## src/rtl/mem_stream_pkg.sv

```systemverilog
// Shared types and defaults for the memory read streamer.
// The optional stall counter is enabled by MEM_READ_STREAMER_STATS_EN.
package mem_stream_pkg;

  localparam int unsigned DEF_DATA_WIDTH = 32;
  localparam int unsigned DEF_ADDR_WIDTH = 4;
  localparam int unsigned DEF_DATA_LAT   = 2;
  localparam int unsigned DEF_FIFO_DEPTH = 4;

  typedef enum logic [1:0] {
    ST_IDLE  = 2'd0,
    ST_ISSUE = 2'd1,
    ST_DRAIN = 2'd2
  } state_e;

  // Bits needed to hold every value in 0..max_val.
  function automatic int unsigned cnt_width(input int unsigned max_val);
    return (max_val < 2) ? 1 : $clog2(max_val + 1);
  endfunction

endpackage

```

## src/rtl/mem_read_streamer_chk.sv

```systemverilog
// Protocol checks for the read streamer: parameter legality and
// unexpected memory returns (while idle, or into a full buffer).
module mem_read_streamer_chk #(
  parameter int unsigned DATA_LAT   = 2,
  parameter int unsigned FIFO_DEPTH = 4
) (
  input logic clk,
  input logic rst,
  input logic idle,
  input logic r_dvalid,
  input logic fifo_full
);

  if (DATA_LAT < 1 || FIFO_DEPTH < 1) begin : g_bad_param
    $error("mem_read_streamer: DATA_LAT and FIFO_DEPTH must be >= 1");
  end

  a_no_return_idle : assert property (@(posedge clk) disable iff (rst) !(r_dvalid && idle));
  a_no_overflow    : assert property (@(posedge clk) disable iff (rst) !(r_dvalid && fifo_full));

endmodule

```

## src/rtl/stream_fifo.sv

```systemverilog
// Synchronous return buffer for the read streamer.
// Data output reads as zero while empty so the stream outputs idle at zero.
module stream_fifo import mem_stream_pkg::*; #(
  parameter int unsigned WIDTH = 33,
  parameter int unsigned DEPTH = 4
) (
  input  logic             clk,
  input  logic             rst,
  input  logic             push,
  input  logic [WIDTH-1:0] wdata,
  input  logic             pop,
  output logic [WIDTH-1:0] rdata,
  output logic             full,
  output logic             empty
);

  localparam int unsigned PW = (DEPTH > 1) ? $clog2(DEPTH) : 1;
  localparam int unsigned CW = cnt_width(DEPTH);

  logic [WIDTH-1:0] mem_q [DEPTH];
  logic [PW-1:0]    wr_q, wr_d, rd_q, rd_d;
  logic [CW-1:0]    cnt_q, cnt_d;
  logic             do_push, do_pop;

  function automatic logic [PW-1:0] ptr_inc(input logic [PW-1:0] p);
    return (p == PW'(DEPTH - 1)) ? '0 : p + PW'(1);
  endfunction

  assign full    = (cnt_q == CW'(DEPTH));
  assign empty   = (cnt_q == '0);
  assign do_push = push && !full;
  assign do_pop  = pop && !empty;
  assign rdata   = empty ? '0 : mem_q[rd_q];

  always_comb begin
    wr_d  = do_push ? ptr_inc(wr_q) : wr_q;
    rd_d  = do_pop  ? ptr_inc(rd_q) : rd_q;
    cnt_d = cnt_q;
    case ({do_push, do_pop})
      2'b10:   cnt_d = cnt_q + CW'(1);
      2'b01:   cnt_d = cnt_q - CW'(1);
      default: cnt_d = cnt_q;
    endcase
  end

  always_ff @(posedge clk or posedge rst) begin
    if (rst) begin
      wr_q  <= '0;
      rd_q  <= '0;
      cnt_q <= '0;
    end else begin
      wr_q  <= wr_d;
      rd_q  <= rd_d;
      cnt_q <= cnt_d;
    end
  end

  // Storage needs no reset: nothing is read until it has been written.
  always_ff @(posedge clk) begin
    if (do_push) begin
      mem_q[wr_q] <= wdata;
    end
  end

endmodule

```

## src/rtl/mem_read_streamer.sv

```systemverilog
// Credit-based burst reader: issues memory reads and streams the returns.
// Define MEM_READ_STREAMER_STATS_EN to add the stall_cnt output.
module mem_read_streamer import mem_stream_pkg::*; #(
  parameter int unsigned DATA_WIDTH = DEF_DATA_WIDTH,
  parameter int unsigned ADDR_WIDTH = DEF_ADDR_WIDTH,
  parameter int unsigned DATA_LAT   = DEF_DATA_LAT,
  parameter int unsigned FIFO_DEPTH = DEF_FIFO_DEPTH
) (
  input  logic                  clk,
  input  logic                  rst,
  input  logic                  req_valid,
  output logic                  req_ready,
  input  logic [ADDR_WIDTH-1:0] req_addr,
  input  logic [ADDR_WIDTH-1:0] req_len,
  output logic [ADDR_WIDTH-1:0] r_addr,
  output logic                  r_avalid,
  input  logic                  r_dvalid,
  input  logic [DATA_WIDTH-1:0] r_data,
  output logic                  out_valid,
  input  logic                  out_ready,
  output logic [DATA_WIDTH-1:0] out_data,
  output logic                  out_last
`ifdef MEM_READ_STREAMER_STATS_EN
  ,
  output logic [15:0]           stall_cnt
`endif
);

  localparam int unsigned CW = cnt_width(FIFO_DEPTH);

  state_e                state_q, state_d;
  logic [ADDR_WIDTH-1:0] addr_q, addr_d, len_q, len_d;
  logic [ADDR_WIDTH-1:0] iss_cnt_q, iss_cnt_d, ret_cnt_q, ret_cnt_d;
  logic [CW-1:0]         credits_q, credits_d;
  logic                  issue_s, pop_s, push_s, accept_s, fifo_full_s, fifo_empty_s;

  assign issue_s  = (state_q == ST_ISSUE) && (credits_q != '0);
  assign accept_s = (state_q == ST_IDLE) && req_valid;
  assign pop_s    = out_valid && out_ready;
  assign push_s   = r_dvalid && (state_q != ST_IDLE);
  assign r_addr   = addr_q;

  always_ff @(posedge clk or posedge rst) begin
    if (rst) begin
      state_q <= ST_IDLE;
    end else begin
      state_q <= state_d;
    end
  end

  always_comb begin
    state_d = state_q;
    case (state_q)
      ST_IDLE:  state_d = req_valid ? ST_ISSUE : ST_IDLE;
      ST_ISSUE: state_d = (issue_s && iss_cnt_q == len_q) ? ST_DRAIN : ST_ISSUE;
      ST_DRAIN: state_d = (pop_s && out_last) ? ST_IDLE : ST_DRAIN;
      default:  state_d = ST_IDLE;
    endcase
  end

  always_comb begin
    req_ready = 1'b0;
    r_avalid  = 1'b0;
    case (state_q)
      ST_IDLE:  req_ready = 1'b1;
      ST_ISSUE: r_avalid  = issue_s;
      ST_DRAIN: r_avalid  = 1'b0;
      default:  req_ready = 1'b0;
    endcase
  end

  // A credit is held from issue until the beat leaves the buffer.
  always_comb begin
    addr_d    = addr_q;
    len_d     = len_q;
    iss_cnt_d = iss_cnt_q;
    ret_cnt_d = ret_cnt_q;
    if (accept_s) begin
      addr_d    = req_addr;
      len_d     = req_len;
      iss_cnt_d = '0;
      ret_cnt_d = '0;
    end else begin
      if (issue_s) begin
        addr_d    = addr_q + ADDR_WIDTH'(1);
        iss_cnt_d = iss_cnt_q + ADDR_WIDTH'(1);
      end else begin
        addr_d    = addr_q;
        iss_cnt_d = iss_cnt_q;
      end
      if (push_s) begin
        ret_cnt_d = ret_cnt_q + ADDR_WIDTH'(1);
      end else begin
        ret_cnt_d = ret_cnt_q;
      end
    end
    case ({issue_s, pop_s})
      2'b10:   credits_d = credits_q - CW'(1);
      2'b01:   credits_d = credits_q + CW'(1);
      default: credits_d = credits_q;
    endcase
  end

  always_ff @(posedge clk or posedge rst) begin
    if (rst) begin
      addr_q    <= '0;
      len_q     <= '0;
      iss_cnt_q <= '0;
      ret_cnt_q <= '0;
      credits_q <= CW'(FIFO_DEPTH);
    end else begin
      addr_q    <= addr_d;
      len_q     <= len_d;
      iss_cnt_q <= iss_cnt_d;
      ret_cnt_q <= ret_cnt_d;
      credits_q <= credits_d;
    end
  end

  stream_fifo #(
    .WIDTH (DATA_WIDTH + 1),
    .DEPTH (FIFO_DEPTH)
  ) u_fifo (
    .clk   (clk),
    .rst   (rst),
    .push  (push_s),
    .wdata ({r_data, ret_cnt_q == len_q}),
    .pop   (pop_s),
    .rdata ({out_data, out_last}),
    .full  (fifo_full_s),
    .empty (fifo_empty_s)
  );

  assign out_valid = !fifo_empty_s;

  mem_read_streamer_chk #(
    .DATA_LAT   (DATA_LAT),
    .FIFO_DEPTH (FIFO_DEPTH)
  ) u_chk (
    .clk       (clk),
    .rst       (rst),
    .idle      (state_q == ST_IDLE),
    .r_dvalid  (r_dvalid),
    .fifo_full (fifo_full_s)
  );

`ifdef MEM_READ_STREAMER_STATS_EN
  logic [15:0] stall_cnt_q, stall_cnt_d;

  always_comb begin
    if (out_valid && !out_ready && stall_cnt_q != 16'hFFFF) begin
      stall_cnt_d = stall_cnt_q + 16'd1;
    end else begin
      stall_cnt_d = stall_cnt_q;
    end
  end

  always_ff @(posedge clk or posedge rst) begin
    if (rst) begin
      stall_cnt_q <= 16'd0;
    end else begin
      stall_cnt_q <= stall_cnt_d;
    end
  end

  assign stall_cnt = stall_cnt_q;
`endif

endmodule

```

## config.mk

```make
export PLATFORM = sky130hd
export DESIGN_NAME = mem_read_streamer
export DESIGN_NICKNAME = d
export VERILOG_FILES = /design/src/rtl/mem_stream_pkg.sv /design/src/rtl/mem_read_streamer_chk.sv /design/src/rtl/stream_fifo.sv /design/src/rtl/mem_read_streamer.sv
export SDC_FILE = /design/constraint.sdc
export NUM_CORES = 1
export LEC_CHECK = 0
export CORE_MARGIN = 2
export CORE_UTILIZATION = 57
export CTS_BUF_LIST = sky130_fd_sc_hd__clkbuf_4 sky130_fd_sc_hd__clkbuf_8
export CTS_CLUSTER_SIZE = 20
export DETAILED_ROUTE_END_ITERATION = 8
export PLACE_DENSITY = 0.88
export REMOVE_ABC_BUFFERS = 1
export SKIP_CTS_REPAIR_TIMING = 1
export SYNTH_ARGS = -nofsm -noshare
export SYNTH_HDL_FRONTEND = slang
export SYNTH_SLANG_ARGS = --single-unit
```

## constraint.sdc

```tcl
create_clock -name clk -period 2.71 [get_ports clk]
set_clock_uncertainty 0.15 [all_clocks]
set_input_delay 0.542 -clock clk [delete_from_list [all_inputs] [get_ports clk]]
set_output_delay 0.542 -clock clk [all_outputs]
set_load 0.005 [all_outputs]
```

# After elaboration in Yosys (flattened, before gate mapping)
# Memory sizes are Yosys's and may differ from the RTL's.
# Cells that the tools add are included.
[word_totals] mem_bits_rw=132 mem_count=1 inputBits=45 out_inout_bits=40 wordCells=67 ff_bits=28
[op_classes] reduce_logical=18 n_eq_ne=11 add_sub_neg=9 n_mux=19
[memory_table] name="u_fifo.mem_q" depth=4 width=33 rd=1 rd_clocked_by_memory_dff=0 wr=1 line_no="stream_fifo.sv:20" text="logic [WIDTH-1:0] mem_q [DEPTH];"
[op_table] cell="33-bit 2-to-1 mux" n=1
[op_table] cell="4-bit 2-to-1 mux" n=6
[op_table] cell="4-bit by 1-bit adder with 4-bit output, second input constant" n=3
[op_table] cell="3-bit one-hot mux with 2 select lines" n=2
[op_table] cell="2-bit == test, second input constant" n=5
[op_table] cell="2-bit nonzero test" n=5
[op_table] cell="4-bit == test" n=2
[op_table] cell="1-bit logical AND" n=8
[op_table] cell="2-bit 2-to-1 mux" n=4
[op_table] cell="3-bit by 1-bit adder with 3-bit output, second input constant" n=2
[op_table] cell="2-bit by 1-bit == test with 1-bit output, second input constant" n=3
[op_table] cell="2-bit one-hot mux with 3 select lines" n=1
[op_table] cell="3-bit by 1-bit subtractor with 3-bit output, second input constant" n=2
[op_table] cell="1-bit 2-to-1 mux" n=5
[op_table] cell="2-bit by 1-bit adder with 2-bit output, second input constant" n=2
[op_table] cell="3-bit == test, second input constant" n=1
[op_table] cell="3-bit logical NOT" n=1
[op_table] cell="3-bit nonzero test" n=1
[op_table] cell="1-bit logical NOT" n=2
[op_table] cell="2-bit logical NOT" n=1

# Logic depth before layout (Yosys ltp)
# Gate-level depths: netlist of the first run.
[logic_depth] ltp_word=6 mapped_depth=10 depth_no_buf=9

# Hierarchy
# From an unflattened synthesis of the first run, not the netlist that was laid out.
[hier_totals] hier_cells=370 hier_area_um2=6613.8
[modules_own_cells] module="stream_fifo" n_inst=1 area_each_um2=5440.2 seq_area_each_um2=4139.0 cells_each=249
[modules_own_cells] module="mem_read_streamer" n_inst=1 area_each_um2=1173.6 seq_area_each_um2=526.8 cells_each=121

# Worst setup path after synthesis of the first run
# Ideal clock, no wire load.
[synth_path] path_type="input to register" from="in r_dvalid" to="mem u_fifo.mem_q[3][0], enable pin" path_slack_ns=0.292 path_stages=3 path_buffers=0 setup_time_ns=0.393 t_required_ns=2.167 arrival_ns=1.875 path_cell_list="o21ai_0 > a31oi_1 > and2_1"
[synth_between] elab_chain_len=4
[synth_lines] element="start: declaration" line_no="mem_read_streamer.sv:17" text="input logic r_dvalid,"
[synth_lines] element="1-bit logical AND" line_no="mem_read_streamer.sv:40" text="assign push_s = r_dvalid && (state_q != ST_IDLE);"
[synth_lines] element="1-bit logical AND" line_no="stream_fifo.sv:31" text="assign do_push = push && !full;"
[synth_lines] element="1-bit 2-to-1 mux" line_no="stream_fifo.sv:60" text="if (do_push) begin"
[synth_lines] element="1-bit 2-to-1 mux (implied by the code)" line_no="stream_fifo.sv:61" text="mem_q[wr_q] <= wdata;"
[synth_lines] element="end: declaration" line_no="stream_fifo.sv:20"
# No other way between the ends.

# Worst setup path in the final report of the first run
[layout_path] from="reg u_fifo.rd_q[0]" to="out out_data[17]"
[layout_between] elab_chain_len=2
[layout_lines] element="start: declaration" line_no="stream_fifo.sv:21" text="logic [PW-1:0] wr_q, wr_d, rd_q, rd_d;"
[layout_lines] element="start signal: assignment" line_no="stream_fifo.sv:53" text="rd_q <= rd_d;"
[layout_lines] element="memory read 4 x 33 bit"
[layout_lines] element="33-bit 2-to-1 mux" line_no="stream_fifo.sv:33" text="assign rdata = empty ? '0 : mem_q[rd_q];"
[layout_lines] element="end: declaration" line_no="mem_read_streamer.sv:21" text="output logic [DATA_WIDTH-1:0] out_data,"
# No other way between the ends.

==> results of run 1 <==
## worst max-delay path by stage
stage                   end            from
2_1_floorplan  out_data[10]  u_fifo.rd_q[0]
3_3_place_gp   out_data[31]  u_fifo.rd_q[0]
3_5_place_dp   credits_q[2]       out_ready
4_1_cts        out_data[31]  u_fifo.rd_q[0]
5_1_grt        out_data[17]  u_fifo.rd_q[0]
6_report       out_data[17]  u_fifo.rd_q[0]
## synth_stat cells (3+ instances only)
master	n	share of area, %
edfxtp_1	132	61
and2_1	37	3.5
mux4_2	29	10
dfrtp_1	27	10
nand2_1	24	1.4
nor2_1	13	0.75
xor2_1	12	1.6
inv_1	11	0.63
ha_1	10	1.9
xnor2_1	10	1.3
o21ai_0	7	0.54
buf_2	5	0.38
nand3_1	5	0.38
clkbuf_1	4	0.23
mux4_1	4	1.6
nor3_1	4	0.31
buf_12	3	0.92
## metal layers
metal	vias to the layer above	global-route usage [%]
met5	-	0
met4	0	6.67
met3	9	5.41
met2	121	33.5
met1	1774	24.5
li1	1631	-
## sequential cells by signal, indices dropped and copies added (netlist names)
signal        cells
ret_cnt_q         4
u_fifo.mem_q    132
credits_q         3
u_fifo.cnt_q      3
u_fifo.rd_q       2
state_q           2
r_addr            4
u_fifo.wr_q       2
len_q             4
iss_cnt_q         4
## power by group through the flow
stage	sequential (mW)	combinational (mW)	clock [mW]
floorplan	3.70	1.74	0
global route	3.63	4.13	1.84
detailed placement	3.64	3.40	0
finish	3.57	3.81	1.69
global placement	3.59	3.32	0
CTS	3.59	3.41	1.72
## cells by family (layout without fill, tap and decap cells)
| kind of cell | count (synthesis) | in the layout | synth area share, % |
|---|---|---|---|
| fa+ha+maj | 12 | 12 | 2.53 |
| buf+inv | 24 | 169 | 2.34 |
| xor+xnor | 22 | 22 | 2.95 |
| compound gates | 15 | 15 | 1.38 |
| flops | 160 | 160 | 71.4 |
| simple gates | 92 | 92 | 7.33 |
| mux | 36 | 36 | 12.1 |
## final cells by class
class | instances | area [um2] | share of cell area, %
Timing Repair Buffer | 126 | 1290 | 15.5
Tap cell | 143 | 179 | 2.15
Inverter | 11 | 41.3 | 0.496
Multi-Input combinational cell | 177 | 1760 | 21.1
Sequential cell | 160 | 4670 | 56.1
Clock inverter | 15 | 158 | 1.89
Clock buffer | 17 | 234 | 2.81
==> qor.yml, run 1 <==
outcome: "complete, but fails checks"
violations: "negative setup slack"
cts_root_buffer: "clkbuf_8"
worst_slack_ns: -0.204
fmax_mhz: 343
clkPwrFrac_pct: 18.6
reg2regPathDepth: 7
n_antenna_cell: 0
path_class: "reg -> out"
synth-edff-count: 132
clk_latency_ns: 0.43
fp.coreArea_mm2: 0.0113
holdPathEnd: "u_fifo.cnt_q[2]"
grt_pass1_wl_um: 18400
grt_max_degree: 36
synthCells: 361
num_rows: 39
power_density_mw_per_mm2: 1090
fin_setup_tns_ns: -0.309
cp.arrival_ns: 2.22
mostFrequentLayoutCell: "edfxtp_1"
yosysSeqAreaShare_pct: 71.4
antenna_found_initial: 0
wl_per_cell_um: 18.7
port_buffers: 84
worstReg2RegStart: "u_fifo.cnt_q[0]"
p_sw_mw: 2.70
cts_tree: "yes"
slew_headroom_pct: 46.9
power.internal_mw: 6.37
finalNonFillerCells: 649
grt_pass1_vias: 3630
met3WireLength_um: 748
dieArea_mm2: 0.0123
crit_path_end_kind: "primary output"
combinationalPowerShare_pct: 42.0
worstPathRequired_ns: 2.02
critPathTopFamily: "buffers and inverters"
setup_viol: 3
path_cells: "buf_2 > buf_4 > mux4_2 > and2_1 > clkdlybuf4s50_1"
crit_fanout: 4
synthFlopType: "edfxtp_1"
ioPinCount: 85
dpl_cell_area_mm2: 0.00764
drv_slew: 0
clock_path_buffers: 2
ys_seq_elements: 160
initial_core_util_pct: 57.7
hold_depth: 1
postRouteAntennaNets: 0
syn_area_per_cell_um2: 18.1
wl_met1_um: 4910
hp-class: "reg -> reg"
hold_ws_ns: 0.364
vias: 3535
switching_share_pct: 29.7
min_from: "u_fifo.cnt_q[2]"
gp_congestion: 0.859
dpl_worst_slack_ns: 0.124
ir_drop_v: 0.000565
drive_above_1_share_pct: 30.0
finalNetCount: 550
grt.overflow.total: 0
place_inst: 593
leakage_nw: 3.21
power_mw: 9.07
hpwlAfterDp_um: 7740
worstMarginPinSlew_ns: 0.796
fp.dieH_um: 111
min_period_over_period_pct: 108
yosysWarnings: 0
period_needed_ns: 2.91
drt-initial-drc-count: 228
drcViolationCount: 0
start_kind: "flop"
reg2reg_slack_ns: 0.41
routed_wl_um: 12100
die_x_um: 111
nFillCells: 656
cp_slowest_cell: "mux4_2"
routed-wl-met2_um: 6380
finalInstanceArea_mm2: 0.00833
p_seq_share_pct: 39.4
cts_made_buffers: 17
synth_area_mm2: 0.00654
async_flop_share_pct: 17.5
synth.distinct_cells: 36
cts_sinks: 160
dr.pass1.iters: 4
timing.critical_path.buf_inv: 3
final_core_util_pct: 73.6
grt_usage_pct: 19.6
hold_viol: 0
h-tree-depth: 4
path_clk_slew_ns: 0.08
highest_layer: "met4"
r2r-end: "credits_q[1]"
rsz0062_at_grt: "true"
slowest_delay_ns: 0.48
final_cell_mix: "edfxtp_1 (132), clkdlybuf4s50_1 (52), mux4_2 (33)"
viasPerCell: 5.45
area_delta_synth_final_pct: 27.4
drv_cap: 0
timing.critical_path.depth: 5
No activity file was read; power rests on OpenSTA's default activity.
==> run 2, diff against run 1 <==
--- a/config.mk
+++ b/config.mk
@@ -5,7 +5,7 @@
 export SDC_FILE = /design/constraint.sdc
 export NUM_CORES = 1
 export LEC_CHECK = 0
-export CORE_MARGIN = 2
+export CORE_MARGIN = 5
 export CORE_UTILIZATION = 57
 export CTS_BUF_LIST = sky130_fd_sc_hd__clkbuf_4 sky130_fd_sc_hd__clkbuf_8
 export CTS_CLUSTER_SIZE = 20
==> run 2 against run 1 <==
Compared with the run above:
- the run still ends with negative setup slack left
- power rose by 1.9%
- routed wire length grew 8.5%
- worst setup slack better by 0.024 ns
- largest power group unchanged
- combinational power about the same
- largest cell class unchanged
- die area rose by 11%
- utilization is 0.17 points higher
- sequential power hardly changed
- sequential cell count stayed put
- critical endpoint is now out_data[24]
- clock power increased by 9%
- critical path depth rose by 3
- cell count down 2.0%
- design area up 0.23%
==> qor.yml, run 2 (synthesis results as in run 1) <==
outcome: "complete, but fails checks"
violations: "negative setup slack"
dr.pass1.iters: 4  # unchanged
path_clk_slew_ns: 0.09  # about the same
place_inst: 589  # -0.67%
wl_per_cell_um: 20.7  # +11%
finalNetCount: 537  # -2.4%
path_cells: "buf_6 > buf_6 > clkbuf_16 > buf_8 > buf_6 > mux4_2 > and2_4 > buf_6"
cts_root_buffer: "clkbuf_8"
power_density_mw_per_mm2: 1110  # +1.7%
port_buffers: 84  # unchanged
drt-initial-drc-count: 230  # +0.88%
grt.overflow.total: 0  # unchanged
cp.arrival_ns: 2.20  # -0.02 ns
drive_above_1_share_pct: 25.8  # -4.3 points
grt_max_degree: 34  # -5.6%
antenna_found_initial: 1  # +1
cts_sinks: 160  # unchanged
n_antenna_cell: 0  # unchanged
grt_pass1_wl_um: 19300  # +4.9%
dieArea_mm2: 0.0137  # +11%
initial_core_util_pct: 57.7  # unchanged
grt_usage_pct: 19.1  # -0.52 points
h-tree-depth: 4  # unchanged
cp_slowest_cell: "dfrtp_2"
drv_slew: 0  # unchanged
vias: 3527  # -0.23%
slowest_delay_ns: 0.45  # -0.03 ns
min_period_over_period_pct: 107  # -0.89 points
crit_fanout: 5  # +1
final_cell_mix: "edfxtp_1 (132), clkdlybuf4s50_1 (50), mux4_2 (32)"
nFillCells: 665  # +1.4%
fmax_mhz: 346  # +0.83%
gp_congestion: 0.772  # -10%
cts_tree: "yes"
ioPinCount: 85  # unchanged
start_kind: "flop"
fp.dieH_um: 117  # +5.4%
leakage_nw: 3.25  # +1.1%
hpwlAfterDp_um: 7800  # +0.77%
ir_drop_v: 0.000671  # +19%
worstMarginPinSlew_ns: 0.592  # -0.204 ns
seqCellArea_mm2: 0.00467  # about the same
finalInstanceArea_mm2: 0.00835  # +0.23%
slew_headroom_pct: 60.2  # +13 points
clk_latency_ns: 0.43  # about the same
multi_input_area_mm2: 0.00175  # -0.36%
dpl_cell_area_mm2: 0.00764  # about the same
finalNonFillerCells: 636  # -2.0%
top_register: "u_fifo.mem_q"
grt_pass1_vias: 3751  # +3.3%
area_delta_synth_final_pct: 27.7
setup_viol: 7  # +4
crit_path_end_kind: "primary output"
worstPathRequired_ns: 2.02  # about the same
period_needed_ns: 2.89  # -0.0240 ns
mostFrequentLayoutCell: "edfxtp_1"
crit_top_cell: "buf_6"
path_class: "reg -> out"
postRouteAntennaNets: 0  # unchanged
hold_viol: 0  # unchanged
routed_wl_um: 13200  # +8.5%
hp-class: "in -> async"
clock_path_buffers: 2  # unchanged
viasPerCell: 5.55  # +1.8%
largest_reg_flops: 132  # unchanged
fp.coreArea_mm2: 0.0113  # unchanged
worst_slack_ns: -0.180  # +0.0240 ns
drv_cap: 0  # unchanged
rsz0062_at_grt: "true"
cts_made_buffers: 17  # unchanged
final_core_util_pct: 73.7  # +0.17 points
die_x_um: 117  # +5.4%
drcViolationCount: 0  # unchanged
hold_ws_ns: 0.316  # -0.0487 ns
num_rows: 39  # unchanged
[run 2: changes by cell type in the layout (fill, tap and decap cells not counted), moves of 2 or more]
cell	previous run	this run
buf_12	5	7
and2_1	18	22
buf_4	20	8
clkdlybuf4s50_1	52	50
and2_4	15	11
inv_8	0	2
buf_6	15	10
clkinv_4	2	0
dlymetal6s2s_1	16	25
clkbuf_2	13	7
[run 2: power by group]
part           internal, mW  total, mW  switching [mW]
logic                  2.23       3.79            1.56
registers              3.27       3.60           0.333
clock network         0.939       1.85           0.915
total                  6.44       9.24            2.80
[run 2: final cells by class]
cell class / count / share of cell area (%)
multi-input combinational: 177 / 21.0
clock inverter: 15 / 2.31
tap: 143 / 2.14
clock buffer: 17 / 2.80
sequential: 160 / 55.9
timing repair buffer: 113 / 15.4
inverter: 11 / 0.495
[run 2: final timing paths]
| kind | from | to | slack (ns) | depth (start not counted) |
|---|---|---|---|---|
| max | u_fifo.rd_q[0] | out_data[24] | -0.18 | 8 |
| min | rst | r_addr[3] | 0.32 | 3 |
| max reg2reg | u_fifo.cnt_q[0] | credits_q[1] | 0.40 | 7 |
| min reg2reg | u_fifo.cnt_q[0] | u_fifo.cnt_q[0] | 0.37 | 1 |
| max in group asynchronous | rst | credits_q[2] | 1.79 | 3 |
| min in group clk | u_fifo.cnt_q[0] | u_fifo.cnt_q[0] | 0.37 | 1 |
[run 2: stage by stage]
| step | setup TNS (ns) | setup slack, ns | total power [mW] |
|---|---|---|---|
| detailed placement | 0 | 0.136 | 7.13 |
| global route | -1.36 | -0.262 | 9.78 |
| global placement | 0 | 0.220 | 6.97 |
| CTS | -7.64 | -0.287 | 8.97 |
| finish | -0.614 | -0.180 | 9.24 |
| floorplan | -7.01 | -0.250 | 5.44 |
[run 2: worst max-delay path: cells and delay by family (launching register included)]
kind	cells	cell delay, ns
flip-flops	1	0.45
AND/OR/NAND/NOR	1	0.17
buffers and inverters	6	0.74
multiplexers	1	0.41
[run 2: metal layers]
| metal | vias up | wire length [um] | track usage, % |
|---|---|---|---|
| met4 | 2 | 76 | 5.58 |
| met3 | 10 | 870 | 5.71 |
| met1 | 1778 | 5310 | 23.7 |
| li1 | 1600 | - | - |
| met5 | - | 18 | 0 |
| met2 | 137 | 6880 | 32.8 |
==> run 3, diff against run 2 <==
--- a/config.mk
+++ b/config.mk
@@ -6,11 +6,10 @@
 export NUM_CORES = 1
 export LEC_CHECK = 0
 export CORE_MARGIN = 5
-export CORE_UTILIZATION = 57
-export CTS_BUF_LIST = sky130_fd_sc_hd__clkbuf_4 sky130_fd_sc_hd__clkbuf_8
+export CORE_UTILIZATION = 55
 export CTS_CLUSTER_SIZE = 20
 export DETAILED_ROUTE_END_ITERATION = 8
-export PLACE_DENSITY = 0.88
+export PLACE_DENSITY = 0.82
 export REMOVE_ABC_BUFFERS = 1
 export SKIP_CTS_REPAIR_TIMING = 1
 export SYNTH_ARGS = -nofsm -noshare
==> run 3 against run 2 <==
Compared with the run above:
- the flow still finishes with violations (negative setup slack)
- critical endpoint is now out_data[18]
- power up 6.2%
- clock-buffer cell count unchanged
- die area grew 3.3%
- largest cell class unchanged
- via count increased by 1.7%
- sequential share of layout area is 1.1 points lower
==> qor.yml, run 3 (synthesis results as in run 1) <==
top_register: "u_fifo.mem_q"
ioPinCount: 85  # unchanged
finalNetCount: 537  # unchanged
drive_above_1_share_pct: 24.1  # -1.6 points
routed_wl_um: 13400  # +1.9%
clkPwrFrac_pct: 25.1  # +5.0 points
h-tree-depth: 4  # unchanged
power.internal_mw: 6.97  # +8.3%
outcome: "complete, but fails checks"
cts_root_buffer: "clkbuf_16"
p_seq_share_pct: 36.8  # -2.2 points
grt_max_degree: 34  # unchanged
ir_drop_v: 0.000611  # -9.1%
grt_usage_pct: 18.8  # -0.30 points
wl_per_cell_um: 21.1  # +1.9%
drv_cap: 0  # unchanged
path_clk_slew_ns: 0.06  # -0.03 ns
worstMarginPinSlew_ns: 0.787  # +0.196 ns
cts_tree: "yes"
fp.dieH_um: 119  # +1.6%
cts_sinks: 160  # unchanged
fin_setup_tns_ns: -0.0843  # +0.529 ns
hp-class: "reg -> reg"
dpl_worst_slack_ns: 0.0704  # -0.0655 ns
area_delta_synth_final_pct: 30.2
crit_fanout: 5  # unchanged
dieArea_mm2: 0.0142  # +3.3%
drt-initial-drc-count: 223  # -3.0%
hold_ws_ns: 0.391  # +0.0752 ns
start_kind: "flop"
grt_pass1_vias: 3855  # +2.8%
final_cell_mix: "edfxtp_1 (132), clkdlybuf4s50_1 (51), mux4_2 (30)"
num_rows: 39  # unchanged
n_antenna_cell: 0  # unchanged
power_density_mw_per_mm2: 1150  # +4.1%
place_inst: 592  # +0.51%
min_period_over_period_pct: 101  # -5.4 points
hpwlAfterDp_um: 7910  # +1.3%
cts_made_buffers: 17  # unchanged
fmax_mhz: 364  # +5.3%
setup_viol: 3  # -4
crit_path_end_kind: "primary output"
clock_path_buffers: 2  # unchanged
slew_headroom_pct: 47.5  # -13 points
vias: 3588  # +1.7%
rsz0062_at_grt: "true"
mostFrequentLayoutCell: "edfxtp_1"
gp_congestion: 0.813  # +5.4%
grt.overflow.total: 0  # unchanged
period_needed_ns: 2.74  # -0.146 ns
switching_share_pct: 29.0  # -1.4 points
fp.coreArea_mm2: 0.0115  # +1.7%
grt_pass1_wl_um: 20200  # +5.1%
clk_latency_ns: 0.41  # -0.02 ns
p_sw_mw: 2.85  # +1.5%
combinationalPowerShare_pct: 38.1  # -2.9 points
port_buffers: 84  # unchanged
final_core_util_pct: 73.9  # +0.21 points
postRouteAntennaNets: 0  # unchanged
die_x_um: 119  # +1.6%
viasPerCell: 5.64  # +1.7%
drv_slew: 0  # unchanged
worst_slack_ns: -0.0347  # +0.146 ns
initial_core_util_pct: 56.8  # -0.98 points
drcViolationCount: 0  # unchanged
worstPathRequired_ns: 2.02  # about the same
finalNonFillerCells: 636  # unchanged
dr.pass1.iters: 4  # unchanged
antenna_found_initial: 0  # -1
violations: "negative setup slack"
cp.arrival_ns: 2.05  # -0.15 ns
leakage_nw: 3.33  # +2.4%
largest_reg_flops: 132  # unchanged
hold_viol: 0  # unchanged
path_class: "reg -> out"
nFillCells: 666  # +0.15%
==> run 3: metrics by stage <==
stage	total power [mW]	instance area (um2)
floorplan	5.44	6420
global placement	6.98	7670
detailed placement	7.12	7670
CTS	9.64	8280
global route	10.3	8510
finish	9.82	8510
==> run 3: final cells by class <==
type / instances / area, um2 / share of cell area (%)
clock buffer: 17 / 425 / 5.00
tap: 143 / 179 / 2.10
multi-input combinational: 177 / 1750 / 20.6
clock inverter: 15 / 191 / 2.25
timing repair buffer: 113 / 1260 / 14.8
inverter: 11 / 41.3 / 0.485
sequential: 160 / 4670 / 54.8
==> run 3: path summary, 6_finish.rpt <==
kind,startpoint,to,slack (ns),depth (start not counted)
worst max-delay path,u_fifo.rd_q[0],out_data[18],-0.03,7
worst min-delay path,u_fifo.cnt_q[0],u_fifo.cnt_q[0],0.39,1
worst max register to register,u_fifo.cnt_q[0],credits_q[1],0.35,7
worst min register to register,u_fifo.cnt_q[0],u_fifo.cnt_q[0],0.39,1
max in group asynchronous,rst,ret_cnt_q[2],1.34,3
min in group asynchronous,rst,r_addr[3],0.43,2
==> run 3: worst max-delay path, cell delays in order (launching register included) <==
cell,delay (ns)
dfrtp_2,0.42
buf_8,0.14
buf_6,0.12
buf_6,0.11
clkbuf_16,0.15
mux4_2,0.41
and2_4,0.16
clkbuf_2,0.12
==> run 3: power by group through the flow <==
stage | Sequential [mW] | Clock (mW) | Combinational [mW]
after floorplan | 3.70 | 0 | 1.74
after global placement | 3.62 | 0 | 3.37
after detailed placement | 3.66 | 0 | 3.46
after CTS | 3.63 | 2.51 | 3.51
after global routing | 3.67 | 2.62 | 4.05
final | 3.61 | 2.46 | 3.74
==> run 3: metal layers <==
layer	part of all wire [%]	global-route usage (%)
met1	41	23.9
met3	6.2	5.83
met4	0.55	5.00
met5	0	0
met2	52	31.6
